**src/rtl/mat_pkg.sv**
```systemverilog
// Shared types and constants for the matrix loader.
// Optional checksum build: define MATLD_CHECKSUM_EN.
package mat_pkg;

  localparam int MAX_SIZE = 16;
  localparam int SIZE_W   = 5;
  localparam int TOTAL_W  = 10;

  typedef enum logic [2:0] {
    IDLE,
    LOAD,
    SETTLE,
    START,
    ERR
  } state_t;

endpackage

```
**src/rtl/mat_load_ctrl_if.sv**
```systemverilog
// Element stream handshake between a producer and the loader.
// Producer is master, loader is slave.
interface mat_load_ctrl_if;

  logic        in_valid;
  logic        in_ready;
  logic [15:0] in_data;
  logic        in_last;

  modport master (
    output in_valid,
    output in_data,
    output in_last,
    input  in_ready
  );

  modport slave (
    input  in_valid,
    input  in_data,
    input  in_last,
    output in_ready
  );

endinterface

```
**src/rtl/mat_size_check.sv**
```systemverilog
// Size legality check and element total for one job.
// total = size1*size2 + size2*size3 (fits 10 bits for legal sizes).
module mat_size_check
  import mat_pkg::*;
#(
  parameter int MAX_SIZE = mat_pkg::MAX_SIZE
) (
  input  logic [SIZE_W-1:0]  size1,
  input  logic [SIZE_W-1:0]  size2,
  input  logic [SIZE_W-1:0]  size3,
  output logic               ok,
  output logic [TOTAL_W-1:0] total
);

  function automatic logic legal(input logic [SIZE_W-1:0] s);
    return (s != '0) && (int'(s) <= MAX_SIZE);
  endfunction

  always_comb begin
    ok    = legal(size1) && legal(size2) && legal(size3);
    total = TOTAL_W'(size1) * TOTAL_W'(size2)
          + TOTAL_W'(size2) * TOTAL_W'(size3);
  end

endmodule

```
**src/rtl/mat_load_ctrl.sv**
```systemverilog
// Loads mat_A then mat_B into the multiplier input memory.
// Optional checksum output: define MATLD_CHECKSUM_EN.
module mat_load_ctrl
  import mat_pkg::*;
#(
  parameter int BASE_ADDR = 0,
  parameter int MAX_SIZE  = mat_pkg::MAX_SIZE,
  parameter int ADDR_W    = 16
) (
  input  logic              clk,
  input  logic              rst,
  input  logic              cfg_valid,
  input  logic [SIZE_W-1:0] size1,
  input  logic [SIZE_W-1:0] size2,
  input  logic [SIZE_W-1:0] size3,
  mat_load_ctrl_if.slave    bus,
  output logic [ADDR_W-1:0] mem_waddr,
  output logic [31:0]       mem_wdata,
  output logic              mem_wen,
  output logic              start_r,
  input  logic              finish_r,
  output logic              busy,
  output logic              err,
  output logic              load_done
`ifdef MATLD_CHECKSUM_EN
  ,
  output logic [31:0]       checksum
`endif
);

  state_t             state;
  state_t             next;
  logic [TOTAL_W-1:0] total;
  logic [TOTAL_W-1:0] count;
  logic               ok;
  logic [TOTAL_W-1:0] new_total;
  logic               hs;
  logic               last_idx;
  logic               cfg_take;

  mat_size_check #(
    .MAX_SIZE (MAX_SIZE)
  ) u_check (
    .size1 (size1),
    .size2 (size2),
    .size3 (size3),
    .ok    (ok),
    .total (new_total)
  );

  assign bus.in_ready = (state == LOAD);
  assign start_r      = (state == START);
  assign busy         = (state != IDLE) && (state != ERR);

  assign hs       = bus.in_valid && bus.in_ready;
  assign last_idx = (count == total - 1'b1);
  assign cfg_take = cfg_valid && ((state == IDLE) || (state == ERR));

  always_comb begin
    next = state;
    unique case (state)
      IDLE, ERR: begin
        if (cfg_valid) next = ok ? LOAD : ERR;
      end
      LOAD: begin
        // Either end-of-count or in_last closes the job.
        if (hs && (last_idx || bus.in_last))
          next = (last_idx && bus.in_last) ? SETTLE : ERR;
      end
      SETTLE: next = START;
      START: begin
        if (finish_r) next = IDLE;
      end
      default: next = IDLE;
    endcase
  end

  always_ff @(posedge clk or posedge rst) begin
    if (rst) state <= IDLE;
    else     state <= next;
  end

  always_ff @(posedge clk or posedge rst) begin
    if (rst) begin
      mem_waddr <= ADDR_W'(BASE_ADDR);
      mem_wdata <= '0;
      mem_wen   <= 1'b0;
      err       <= 1'b0;
      load_done <= 1'b0;
      total     <= '0;
      count     <= '0;
    end else begin
      mem_wen   <= hs;
      load_done <= (state == START) && finish_r;
      if (hs) begin
        mem_waddr <= ADDR_W'(BASE_ADDR) + ADDR_W'(count);
        mem_wdata <= {16'h0000, bus.in_data};
        count     <= count + 1'b1;
      end
      if (cfg_take) begin
        total <= new_total;
        count <= '0;
        err   <= !ok;
      end else if (state == LOAD && next == ERR) begin
        err <= 1'b1;
      end
    end
  end

`ifdef MATLD_CHECKSUM_EN
  always_ff @(posedge clk or posedge rst) begin
    if (rst)           checksum <= '0;
    else if (cfg_take) checksum <= '0;
    else if (hs)       checksum <= checksum + {16'h0000, bus.in_data};
  end
`endif

endmodule

```
**src/flat_wrapper.sv**
```systemverilog
// flat-port wrapper written by rule: the top's interface ports become plain ports
module mat_load_ctrl_flat import mat_pkg::*;
#(
  parameter int BASE_ADDR = 0,
  parameter int MAX_SIZE  = mat_pkg::MAX_SIZE,
  parameter int ADDR_W    = 16
)
  (clk, rst, cfg_valid, size1, size2, size3, mem_waddr, mem_wdata, mem_wen, start_r, finish_r, busy, err, load_done, bus_in_valid, bus_in_data, bus_in_last, bus_in_ready);
  mat_load_ctrl_if bus_i ();
  input  logic clk;
  input  logic rst;
  input  logic cfg_valid;
  input  logic [SIZE_W-1:0] size1;
  input  logic [SIZE_W-1:0] size2;
  input  logic [SIZE_W-1:0] size3;
  output logic [ADDR_W-1:0] mem_waddr;
  output logic [31:0] mem_wdata;
  output logic mem_wen;
  output logic start_r;
  input  logic finish_r;
  output logic busy;
  output logic err;
  output logic load_done;
  input wire logic [$bits(bus_i.in_valid)-1:0] bus_in_valid;
  input wire logic [$bits(bus_i.in_data)-1:0] bus_in_data;
  input wire logic [$bits(bus_i.in_last)-1:0] bus_in_last;
  output wire logic [$bits(bus_i.in_ready)-1:0] bus_in_ready;
  assign bus_i.in_valid = bus_in_valid;
  assign bus_i.in_data = bus_in_data;
  assign bus_i.in_last = bus_in_last;
  assign bus_in_ready = bus_i.in_ready;
  mat_load_ctrl #(.BASE_ADDR(BASE_ADDR), .MAX_SIZE(MAX_SIZE), .ADDR_W(ADDR_W)) u_core (.clk(clk), .rst(rst), .cfg_valid(cfg_valid), .size1(size1), .size2(size2), .size3(size3), .bus(bus_i), .mem_waddr(mem_waddr), .mem_wdata(mem_wdata), .mem_wen(mem_wen), .start_r(start_r), .finish_r(finish_r), .busy(busy), .err(err), .load_done(load_done));
endmodule
```
**config.mk**
```make
export PLATFORM = sky130hd
export DESIGN_NAME = mat_load_ctrl_flat
export DESIGN_NICKNAME = d
export VERILOG_FILES = /design/src/rtl/mat_pkg.sv /design/src/rtl/mat_load_ctrl_if.sv /design/src/rtl/mat_size_check.sv /design/src/rtl/mat_load_ctrl.sv /design/src/flat_wrapper.sv
export SDC_FILE = /design/constraint.sdc
export NUM_CORES = 1
export LEC_CHECK = 0
export BUFFER_PORTS_ARGS = -buffer_cell sky130_fd_sc_hd__buf_2
export CAP_MARGIN = 20
export CELL_PAD_IN_SITES_DETAIL_PLACEMENT = 2
export CELL_PAD_IN_SITES_GLOBAL_PLACEMENT = 2
export CORE_MARGIN = 8
export CORE_UTILIZATION = 37
export CTS_CLUSTER_DIAMETER = 30
export DETAILED_ROUTE_END_ITERATION = 8
export PLACE_DENSITY = 0.9
export SLEW_MARGIN = 25
export SYNTH_ARGS = -nofsm -noshare
export SYNTH_HDL_FRONTEND = slang
export SYNTH_SLANG_ARGS = --single-unit
```
**constraint.sdc**
```tcl
create_clock -name clk -period 4.66 [get_ports clk]
set_input_delay 0.233 -clock clk [delete_from_list [all_inputs] [get_ports clk]]
set_output_delay 0.233 -clock clk [all_outputs]
set_load 0.03 [all_outputs]
```
==> out/results.txt <==
Data arrival, critical path - 4.60 ns
Finish-stage setup viols - 0
Number of synthesized flops with an enable pin - 0
Post-synth top flop - dfrtp_1
Compound-cell area share of the yosys netlist - 0.0600
Pleak - 0.00249 uW
IO Count - 91
Flops & latches, synth - 52
Synth cell count leaders - dfrtp_1, inv_1, nand2_1
Worst setup path category - input port to flip-flop
Clock Skew - 0.00650 ns
Die area - 0.0151 mm^2
Ys Warns - 0
Max_slew headroom - 0.428
CTS tree - done
Skew-Pair Late Insertion Delay - 0.30 ns
Die Y - 123 um
Routed Antenna Nets - 0
WP data required - 4.84 ns
Nets@finish - 590
Maxcap violations - 0
Synth cell types - 43
Number of global-route vias before repair - 3746
CTS clk-pin slew, worst paths - 0.07 ns
Worst-margin pin slew - 0.857 ns
Starting DRT DRC Count - 138
Fillcell total - 1239
Post-Synth XOR/XNOR Area - 0.0620
# rows - 39
WL final - 12.0 mm
Vias - 3134
Die W - 123 um
Reg-to-reg slack, setup - 2.02 ns
Slew Viols, Final - 0
Post-Synth Simple-Gate Area - 0.158
Initial Util - 0.374
Post-synthesis adder-cell area fraction - 0.239
Global-route wire length before repair - 19.4 mm
Drt wl/cell - 18.9 um
Root Driver - clkbuf_16
RSZ-0062 raised after global routing - no
H-tree Lvls - 2
Share of layout cells above drive strength 1 - 0.232
Seq/Total Area, Yosys - 0.307
GPL Wtd Cong - 0.830
Final Hold Viols - 0
Pre-antenna DRT Iters - 4
PD cells - 452 mW/mm^2
Synth top area share - 0.307
Drt via density - 4.94
Most frequent cell after synthesis - dfrtp_1
Area Overhead vs Synth - 14.2%
Synth top area cells - dfrtp_1, fa_1, ha_1, mux2_2, and2_1
Worst Setup End Kind - flip-flop
R2R cell count - 6
Syn Inst Count - 425
Crit start category - input port
Setup TNS Final - 0 ns
Antenna diode count - 0
Max Root-Sink Buffers - 2
Final Util - 0.427
Outcome - completed
DP HPWL - 10.0 mm
Largest net degree at the start of global routing - 53
Post-synth ARST share - 1.00
Core Box Area - 0.0113 mm^2
# clock sinks - 52
Post-CTS Repair Setup Buffers - 0
Mux cell area share after synthesis - 0.0762
Critical R2R Capture - u_core.state[2]
I/O Buffers - 68
GRT Util Overall - 0.164
FF-to-FF Start - u_core.total[3]
Min-Delay Path Class - input port to asynchronous set/reset pin
Max Clk Rate - 0.226 GHz
Largest family of logic cells by synthesized area - adder cells
Area leader, netlist - dfrtp_1
Final min period - 4.42 ns
Post-Syn Area - 0.00424 mm^2
CP Max Fanout - 11
Final period utilization - 0.948
Syn avg cell area - 9.97 um^2
Max VDD drop - 0.000367 V
Grt ovf - 0
Inserted Clock Buffers - 5
Number of remaining DRC errors - 0
Initial antenna violation count - 0
-- state kept, by name, summed over array words and instances, names as in the netlist --
| signal | count |
|---|---|
| u_core.mem_wdata | 16 |
| u_core.count | 10 |
| u_core.mem_waddr | 10 |
| u_core.total | 10 |
| u_core.state | 3 |
| u_core.err | 1 |
| u_core.load_done | 1 |
| u_core.mem_wen | 1 |
-- power breakdown --
part / total [uW] / switching, uW / internal, uW
registers: 634 / 85.7 / 548
logic: 1120 / 668 / 457
clock network: 427 / 171 / 255
-- critical path: stages --
cell,delay [ns]
buf_2,0.19
nand2_1,0.11
fa_1,0.52
inv_1,0.06
fa_1,0.51
inv_1,0.05
fa_1,0.47
fa_1,0.52
fa_1,0.54
inv_1,0.05
ha_1,0.35
a21o_1,0.20
a21oi_2,0.17
o21bai_1,0.11
a31oi_1,0.22
mux2i_1,0.22
nand2_1,0.07
-- per-layer routing --
layer  GRT usage  up-vias  wire (um)
li1            -     1477          -
met1       0.173     1578       4610
met2       0.326       68       6650
met3      0.0233       11        510
met4      0.0474        0        206
met5           0        -          0
-- metrics by stage --
stage               setup WS (ns)  hold WS, ns  area, um^2  cells  total power (uW)
CTS                         0.140       0.0527        4830    634              2210
global route               0.0169       0.0799        4840    634              2360
floorplan                   0.152        0.362        4320    446              1460
detailed placement         -0.162        0.373        4660    626              1780
finish                      0.243       0.0300        4840    634              2190
global placement           0.0995        0.465        4660    626              1660
-- cells by family after synthesis --
logic type      Yosys count
simple gates            125
flops                    52
other cells               1
fa+ha+maj                63
compound gates           40
xor+xnor                 30
buf+inv                  85
mux                      29
-- cell type report --
type / instances / area, um^2 / area share
clock inverter: 3 / 46.3 / 0.00957
multi-input combinational: 309 / 2630 / 0.543
inverter: 50 / 190 / 0.0393
tap: 143 / 179 / 0.0370
sequential: 52 / 1300 / 0.269
clock buffer: 5 / 125 / 0.0259
timing repair buffer: 72 / 370 / 0.0765
-- cell usage in the layout, fill, tap and decap left out, drive strengths merged, types with 2 or more instances in the layout --
cell,synthesis,layout
buf,23,72
dfrtp,52,52
inv,50,51
nand2,36,36
and2,35,35
ha,33,33
fa,30,30
mux2,26,26
conb,1,22
xnor2,16,16
xor2,14,14
nor2,13,13
o21ai,12,12
a21oi,10,10
nor3,7,7
nor4,6,6
nand4,5,5
and3,5,5
a21o,5,5
clkbuf,12,5
or3,5,5
mux2i,3,3
nand3,3,3
a31oi,3,3
nor3b,3,3
o21bai,2,2
or4,2,2
-- how the worst max path moves through the flow --
stage / end / cells after the start / from / slack, ns
detailed placement: u_core.total[9] / 17 / size2[2] / -0.16
floorplan: u_core.total[9] / 17 / size2[3] / 0.15
global route: u_core.total[9] / 17 / size2[2] / 0.02
global placement: u_core.total[9] / 17 / size2[2] / 0.1
CTS: u_core.total[9] / 17 / size2[2] / 0.14
finish: u_core.total[9] / 17 / size2[2] / 0.24
-- repair_timing --
| action | 4_1_cts | 5_1_grt |
|---|---|---|
| setup endpoints to repair | 0 | 2 |
| hold buffers | 0 | 0 |
| resized for setup | 0 | 2 |
(Power assumes the default switching activity.)
